## config.mk

```make
export PLATFORM = sky130hd
export DESIGN_NAME = registru_seq_flat
export DESIGN_NICKNAME = d
export VERILOG_FILES = /design/src/rtl/registru_seq_if.sv /design/src/rtl/registru_seq.sv /design/src/flat_wrapper.sv
export SDC_FILE = /design/constraint.sdc
export NUM_CORES = 1
export LEC_CHECK = 0
export CAP_MARGIN = 20
export CORE_ASPECT_RATIO = 1.2
export CORE_MARGIN = 2
export CORE_UTILIZATION = 54
export DETAILED_ROUTE_END_ITERATION = 12
export PLACE_DENSITY = 0.85
export SLEW_MARGIN = 20
export SYNTH_ARGS = -nofsm -noshare
export SYNTH_HDL_FRONTEND = slang
export SYNTH_SLANG_ARGS = --single-unit
```

## constraint.sdc

```tcl
create_clock -name clk -period 5.3 [get_ports clk]
set_input_delay 0.795 -clock clk [delete_from_list [all_inputs] [get_ports clk]]
set_output_delay 0.795 -clock clk [all_outputs]
set_load 0.01 [all_outputs]
```

## src/rtl/registru_seq_if.sv

```systemverilog
// Command handshake between a command source and the registru_seq sequencer.
interface registru_seq_if #(
    parameter int unsigned W  = 4,
    parameter int unsigned CW = 4
);
    logic          cmd_valid;
    logic          cmd_ready;
    logic [2:0]    cmd_op;
    logic [W-1:0]  cmd_arg;
    logic [CW-1:0] cmd_cnt;
    logic          cmd_sat;

    modport master (
        output cmd_valid, cmd_op, cmd_arg, cmd_cnt, cmd_sat,
        input  cmd_ready
    );

    modport slave (
        input  cmd_valid, cmd_op, cmd_arg, cmd_cnt, cmd_sat,
        output cmd_ready
    );
endinterface

```

## src/rtl/registru_seq.sv

```systemverilog
// Command sequencer: expands one command into a burst of one-hot register
// controls, tracking a shadow of the register to stop at saturation bounds.
module registru_seq #(
    parameter int unsigned W  = 4,
    parameter int unsigned CW = 4
) (
    input  logic         clk,
    input  logic         RESET,
    registru_seq_if.slave cmd,
    output logic         EN,
    output logic         INC,
    output logic         DEC,
    output logic         SHR,
    output logic         SHL,
    output logic [W-1:0] datain,
    output logic [W-1:0] shadow_q,
    output logic         done,
    output logic         sat_hit,
    output logic         err
);
    localparam logic [1:0] ST_IDLE = 2'd0;
    localparam logic [1:0] ST_RUN  = 2'd1;
    localparam logic [1:0] ST_DONE = 2'd2;

    localparam logic [2:0] OP_NOP  = 3'd0;
    localparam logic [2:0] OP_LOAD = 3'd1;
    localparam logic [2:0] OP_INC  = 3'd2;
    localparam logic [2:0] OP_DEC  = 3'd3;
    localparam logic [2:0] OP_SHR  = 3'd4;
    localparam logic [2:0] OP_SHL  = 3'd5;

    // Control vector bit order: {SHL, SHR, DEC, INC, EN}
    localparam logic [4:0] C_NONE = 5'b00000;
    localparam logic [4:0] C_EN   = 5'b00001;
    localparam logic [4:0] C_INC  = 5'b00010;
    localparam logic [4:0] C_DEC  = 5'b00100;
    localparam logic [4:0] C_SHR  = 5'b01000;
    localparam logic [4:0] C_SHL  = 5'b10000;

    logic [1:0]    state_q, state_d;
    logic [2:0]    op_q, op_d;
    logic [CW-1:0] cnt_q, cnt_d;
    logic          sat_q, sat_d;
    logic [4:0]    ctl_q, ctl_d;
    logic [W-1:0]  datain_d;
    logic [W-1:0]  shadow_nxt;
    logic          done_d, sat_hit_d, err_d;

    function automatic logic [4:0] op_ctl(input logic [2:0] op);
        case (op)
            OP_LOAD: return C_EN;
            OP_INC:  return C_INC;
            OP_DEC:  return C_DEC;
            OP_SHR:  return C_SHR;
            OP_SHL:  return C_SHL;
            default: return C_NONE;
        endcase
    endfunction

    function automatic logic at_bound(input logic [2:0] op, input logic [W-1:0] v);
        case (op)
            OP_INC:                 return v == {W{1'b1}};
            OP_DEC, OP_SHR, OP_SHL: return v == '0;
            default:                return 1'b0;
        endcase
    endfunction

    assign cmd.cmd_ready = (state_q == ST_IDLE) && !RESET;
    assign {SHL, SHR, DEC, INC, EN} = ctl_q;

    // Register value after the control currently on the outputs is sampled
    always_comb begin
        shadow_nxt = shadow_q;
        if (ctl_q[0])      shadow_nxt = datain;
        else if (ctl_q[1]) shadow_nxt = shadow_q + W'(1);
        else if (ctl_q[2]) shadow_nxt = shadow_q - W'(1);
        else if (ctl_q[3]) shadow_nxt = shadow_q >> 1;
        else if (ctl_q[4]) shadow_nxt = shadow_q << 1;
    end

    // Next-state and next-output logic
    always_comb begin
        state_d   = state_q;
        op_d      = op_q;
        cnt_d     = cnt_q;
        sat_d     = sat_q;
        ctl_d     = C_NONE;
        datain_d  = datain;
        done_d    = 1'b0;
        sat_hit_d = 1'b0;
        err_d     = 1'b0;
        case (state_q)
            ST_IDLE: begin
                if (cmd.cmd_valid) begin
                    op_d  = cmd.cmd_op;
                    cnt_d = cmd.cmd_cnt;
                    sat_d = cmd.cmd_sat;
                    if (cmd.cmd_op == OP_LOAD) begin
                        state_d  = ST_RUN;
                        ctl_d    = C_EN;
                        datain_d = cmd.cmd_arg;
                        cnt_d    = '0;
                    end else if (op_ctl(cmd.cmd_op) == C_NONE) begin
                        state_d = ST_DONE;
                        done_d  = 1'b1;
                        err_d   = (cmd.cmd_op != OP_NOP);
                    end else if (cmd.cmd_sat && at_bound(cmd.cmd_op, shadow_q)) begin
                        state_d   = ST_DONE;
                        done_d    = 1'b1;
                        sat_hit_d = 1'b1;
                    end else begin
                        state_d = ST_RUN;
                        ctl_d   = op_ctl(cmd.cmd_op);
                    end
                end
            end
            ST_RUN: begin
                if (cnt_q == '0) begin
                    state_d = ST_DONE;
                    done_d  = 1'b1;
                end else begin
                    cnt_d = cnt_q - CW'(1);
                    if (sat_q && at_bound(op_q, shadow_nxt)) begin
                        state_d   = ST_DONE;
                        done_d    = 1'b1;
                        sat_hit_d = 1'b1;
                    end else begin
                        ctl_d = op_ctl(op_q);
                    end
                end
            end
            ST_DONE: state_d = ST_IDLE;
            default: state_d = ST_IDLE;
        endcase
    end

    // State and registered outputs; shadow follows the register on every edge
    always_ff @(posedge clk) begin
        if (RESET) begin
            state_q  <= ST_IDLE;
            op_q     <= OP_NOP;
            cnt_q    <= '0;
            sat_q    <= 1'b0;
            ctl_q    <= C_NONE;
            datain   <= '0;
            shadow_q <= '0;
            done     <= 1'b0;
            sat_hit  <= 1'b0;
            err      <= 1'b0;
        end else begin
            state_q  <= state_d;
            op_q     <= op_d;
            cnt_q    <= cnt_d;
            sat_q    <= sat_d;
            ctl_q    <= ctl_d;
            datain   <= datain_d;
            shadow_q <= shadow_nxt;
            done     <= done_d;
            sat_hit  <= sat_hit_d;
            err      <= err_d;
        end
    end
endmodule

```

## src/flat_wrapper.sv

```systemverilog
// flat-port wrapper written by rule: the top's interface ports become plain ports
module registru_seq_flat 
#(
    parameter int unsigned W  = 4,
    parameter int unsigned CW = 4
)
  (clk, RESET, EN, INC, DEC, SHR, SHL, datain, shadow_q, done, sat_hit, err, cmd_cmd_valid, cmd_cmd_op, cmd_cmd_arg, cmd_cmd_cnt, cmd_cmd_sat, cmd_cmd_ready);
  registru_seq_if #(.W(W), .CW(CW)) cmd_i ();
  input  logic clk;
  input  logic RESET;
  output logic EN;
  output logic INC;
  output logic DEC;
  output logic SHR;
  output logic SHL;
  output logic [W-1:0] datain;
  output logic [W-1:0] shadow_q;
  output logic done;
  output logic sat_hit;
  output logic err;
  input wire logic [$bits(cmd_i.cmd_valid)-1:0] cmd_cmd_valid;
  input wire logic [$bits(cmd_i.cmd_op)-1:0] cmd_cmd_op;
  input wire logic [$bits(cmd_i.cmd_arg)-1:0] cmd_cmd_arg;
  input wire logic [$bits(cmd_i.cmd_cnt)-1:0] cmd_cmd_cnt;
  input wire logic [$bits(cmd_i.cmd_sat)-1:0] cmd_cmd_sat;
  output wire logic [$bits(cmd_i.cmd_ready)-1:0] cmd_cmd_ready;
  assign cmd_i.cmd_valid = cmd_cmd_valid;
  assign cmd_i.cmd_op = cmd_cmd_op;
  assign cmd_i.cmd_arg = cmd_cmd_arg;
  assign cmd_i.cmd_cnt = cmd_cmd_cnt;
  assign cmd_i.cmd_sat = cmd_cmd_sat;
  assign cmd_cmd_ready = cmd_i.cmd_ready;
  registru_seq #(.W(W), .CW(CW)) u_core (.clk(clk), .RESET(RESET), .cmd(cmd_i), .EN(EN), .INC(INC), .DEC(DEC), .SHR(SHR), .SHL(SHL), .datain(datain), .shadow_q(shadow_q), .done(done), .sat_hit(sat_hit), .err(err));
endmodule
```

==> reports/qor.yml <==
status: "finished, final reports clean"
rr_endpoint: "u_core.ctl_q[1]"
viasPerCell: 6.06
drt_iter0_drc: 30
setup_viol: 0
power_mw: 0.411
cts.sinks: 26
top_layer_used: "met4"
synth_ff_type: "dfxtp_1"
cts_buffer_depth: 2
grt_start_max_net_pins: 22
p_leak_nw: 0.738
start_util_pct: 58.2
grt-ovfl-total: 0
clock_skew_ps: 6.24
remaining_drc_errors: 0
dr_wl_met2_um: 1920
synthArstFlopShare_pct: 0
port_buffers: 31
wire_per_inst_um: 16.0
synth_cell_types: 45
diodes: 0
drv_slew: 0
fmax_ghz: 0.294
cts_setup_buffers: 0
yosys.area.top_type: "dfxtp_1"
core_area_mm2: 0.00258
startpoint_type: "input port"
syn_inst: 176
final_cells: 235
p_per_area_mw_per_mm2: 224
worst_pin_slew_ps: 731
grt_pass1_wl_um: 6030
num_vias: 1423
reg2reg_depth: 8
fin_setup_tns_ps: 0
synthesis.area_mm2: 0.00150
hp-start: "u_core.cnt_q[1]"
io_pins: 32
yosysSeqAreaShare_pct: 34.7
drt-total-wl_um: 3770
drive_above_1_share_pct: 5.45
areaGrowthSynthToFinish_pct: 22.7
hold_viol_final: 0
end_kind: "output port"
grt_pass1_vias: 1352
relSlewSlack_pct: 51.1
required_ps: 4510
yosysWarnings: 0
critical_path.max_fanout: 21
hold_path.class: "flop to flop"
rrSetupSlack_ps: 2810
ys_top_cells_by_area: "dfxtp_1 35%, nor2_1 5.8%, mux2i_1 5.3%, a2111oi_4 3.7%, nand2_1 3.5%"
wl_met1_um: 1550
dieArea_mm2: 0.00322
synth_edf_count: 0
synth_fp_nets: 195
cts_tree: "done"
post_cts_resized: 0
min_to: "u_core.cnt_q[1]"
cts_buffers: 3
dr.pass1.iters: 4
timing.final.crit_share_pct: 64.2
cts.clk_slew.worst_paths_ps: 130
reg2reg_from: "u_core.shadow_q[0]"
grtUsageTotal_pct: 24.9
fp.dieH_um: 61.7
met3_length_um: 176
synth_seq_cells: 26
period_minus_slack_ps: 3400
hold_buffers: 0
critical_path_arrival_ps: 2610
clk-insertion-delay-late_ps: 310
maxCapViolCount: 0
crit_type: "input port to output port"
irDropWorstVdd_uv: 181
fp-row-count: 20
h-tree-depth: 1
postRouteAntennaNets: 0
gp_congestion: 0.792
placedCellCount: 232
nets: 223
die_w_um: 52.1
antenna_found_initial: 0
synth_area_per_cell_um2: 8.52
grt_setup_unrepaired: "no"
post-route-util_pct: 71.4
min_path_cells: 2
synth_top_area_share_pct: 34.7
root_buffer: "clkbuf_4"
dp_hpwl_um: 2920
==> per-layer routing <==
metal	vias up	track usage, %
li1	690	-
met1	670	29.2
met2	49	45.2
met3	14	3.35
met4	0	11.7
met5	-	0
==> cell usage in the layout (no fill, tap or decap), types with 3 or more instances in the layout <==
master / synthesis / final
clkdlybuf4s50_1: 0 / 31
dfxtp_1: 26 / 26
nor2_1: 23 / 23
nand2_1: 14 / 14
a21oi_1: 9 / 9
mux2i_1: 8 / 8
inv_1: 7 / 7
nand3_1: 7 / 7
nor2b_1: 6 / 6
o21ai_0: 6 / 6
nor3_1: 5 / 5
nor3b_1: 5 / 5
a211oi_1: 5 / 5
ha_1: 4 / 4
o22ai_1: 3 / 3
and3b_1: 3 / 3
clkbuf_4: 0 / 3
==> power by group <==
part / total (mW) / switching, mW / internal [mW]
clock: 0.0811 / 0.0545 / 0.0266
combinational: 0.106 / 0.0542 / 0.0522
sequential: 0.224 / 0.0157 / 0.208
==> state kept, by name, summed over array words and instances, names as in the netlist <==
signal and flops:
u_core.sat_hit 1, u_core.cnt_q 4, u_core.datain 4, u_core.state_q 2, u_core.done 1, u_core.sat_q 1
u_core.ctl_q 5, u_core.op_q 3, u_core.shadow_q 4, u_core.err 1
==> cells by family (layout without fill, tap and decap cells) <==
kind of cell	count (synthesis)	count (layout)	share of synthesized area [%]
and+or+nand+nor	73	73	24.8
AOI/OAI and AO/OA	43	43	23.0
DFF	26	26	34.7
buffers and inverters	16	42	4.51
muxes	11	11	7.85
adders and majority gates	4	4	3.34
xor gates and xnor gates	3	3	1.75
==> final cells by class <==
| class | count | area, µm² |
|---|---|---|
| multi-input combinational | 134 | 911 |
| fill | 227 | 738 |
| sequential | 26 | 520 |
| timing repair buffer | 32 | 318 |
| tap | 33 | 41.3 |
| inverter | 7 | 26.3 |
| clock buffer | 3 | 22.5 |
==> worst max path at each step <==
stage,startpoint,to,slack [ps],cells past startpoint
6_report,RESET,cmd_cmd_ready,1900,3
5_1_grt,RESET,cmd_cmd_ready,1800,3
4_1_cts,RESET,cmd_cmd_ready,1910,3
3_5_place_dp,RESET,cmd_cmd_ready,1900,3
3_3_place_gp,RESET,cmd_cmd_ready,1980,3
2_1_floorplan,u_core.shadow_q[0],u_core.ctl_q[1],3060,8
==> cells in the mapped netlist (5+ instances only) <==
cell	instances
a21oi_1	9
clkbuf_1	6
inv_1	7
o21ai_0	6
a211oi_1	5
nand2_1	14
nor3_1	5
mux2i_1	8
nand3_1	7
nor2b_1	6
nor2_1	23
dfxtp_1	26
nor3b_1	5
==> stage by stage <==
step,worst slack (ps),hold WS (ps),cell area (µm²)
after floorplan,3060,459,1500
after global placement,1980,478,1820
after detailed placement,1900,510,1820
after CTS,1910,531,1840
after global routing,1800,568,1840
final,1900,527,1840
==> worst max-delay path, stage by stage <==
cell	delay, ps
clkdlybuf4s50_1	780
nor3_1	420
clkdlybuf4s50_1	610
Note: power is estimated with default switching activity, not from simulation.
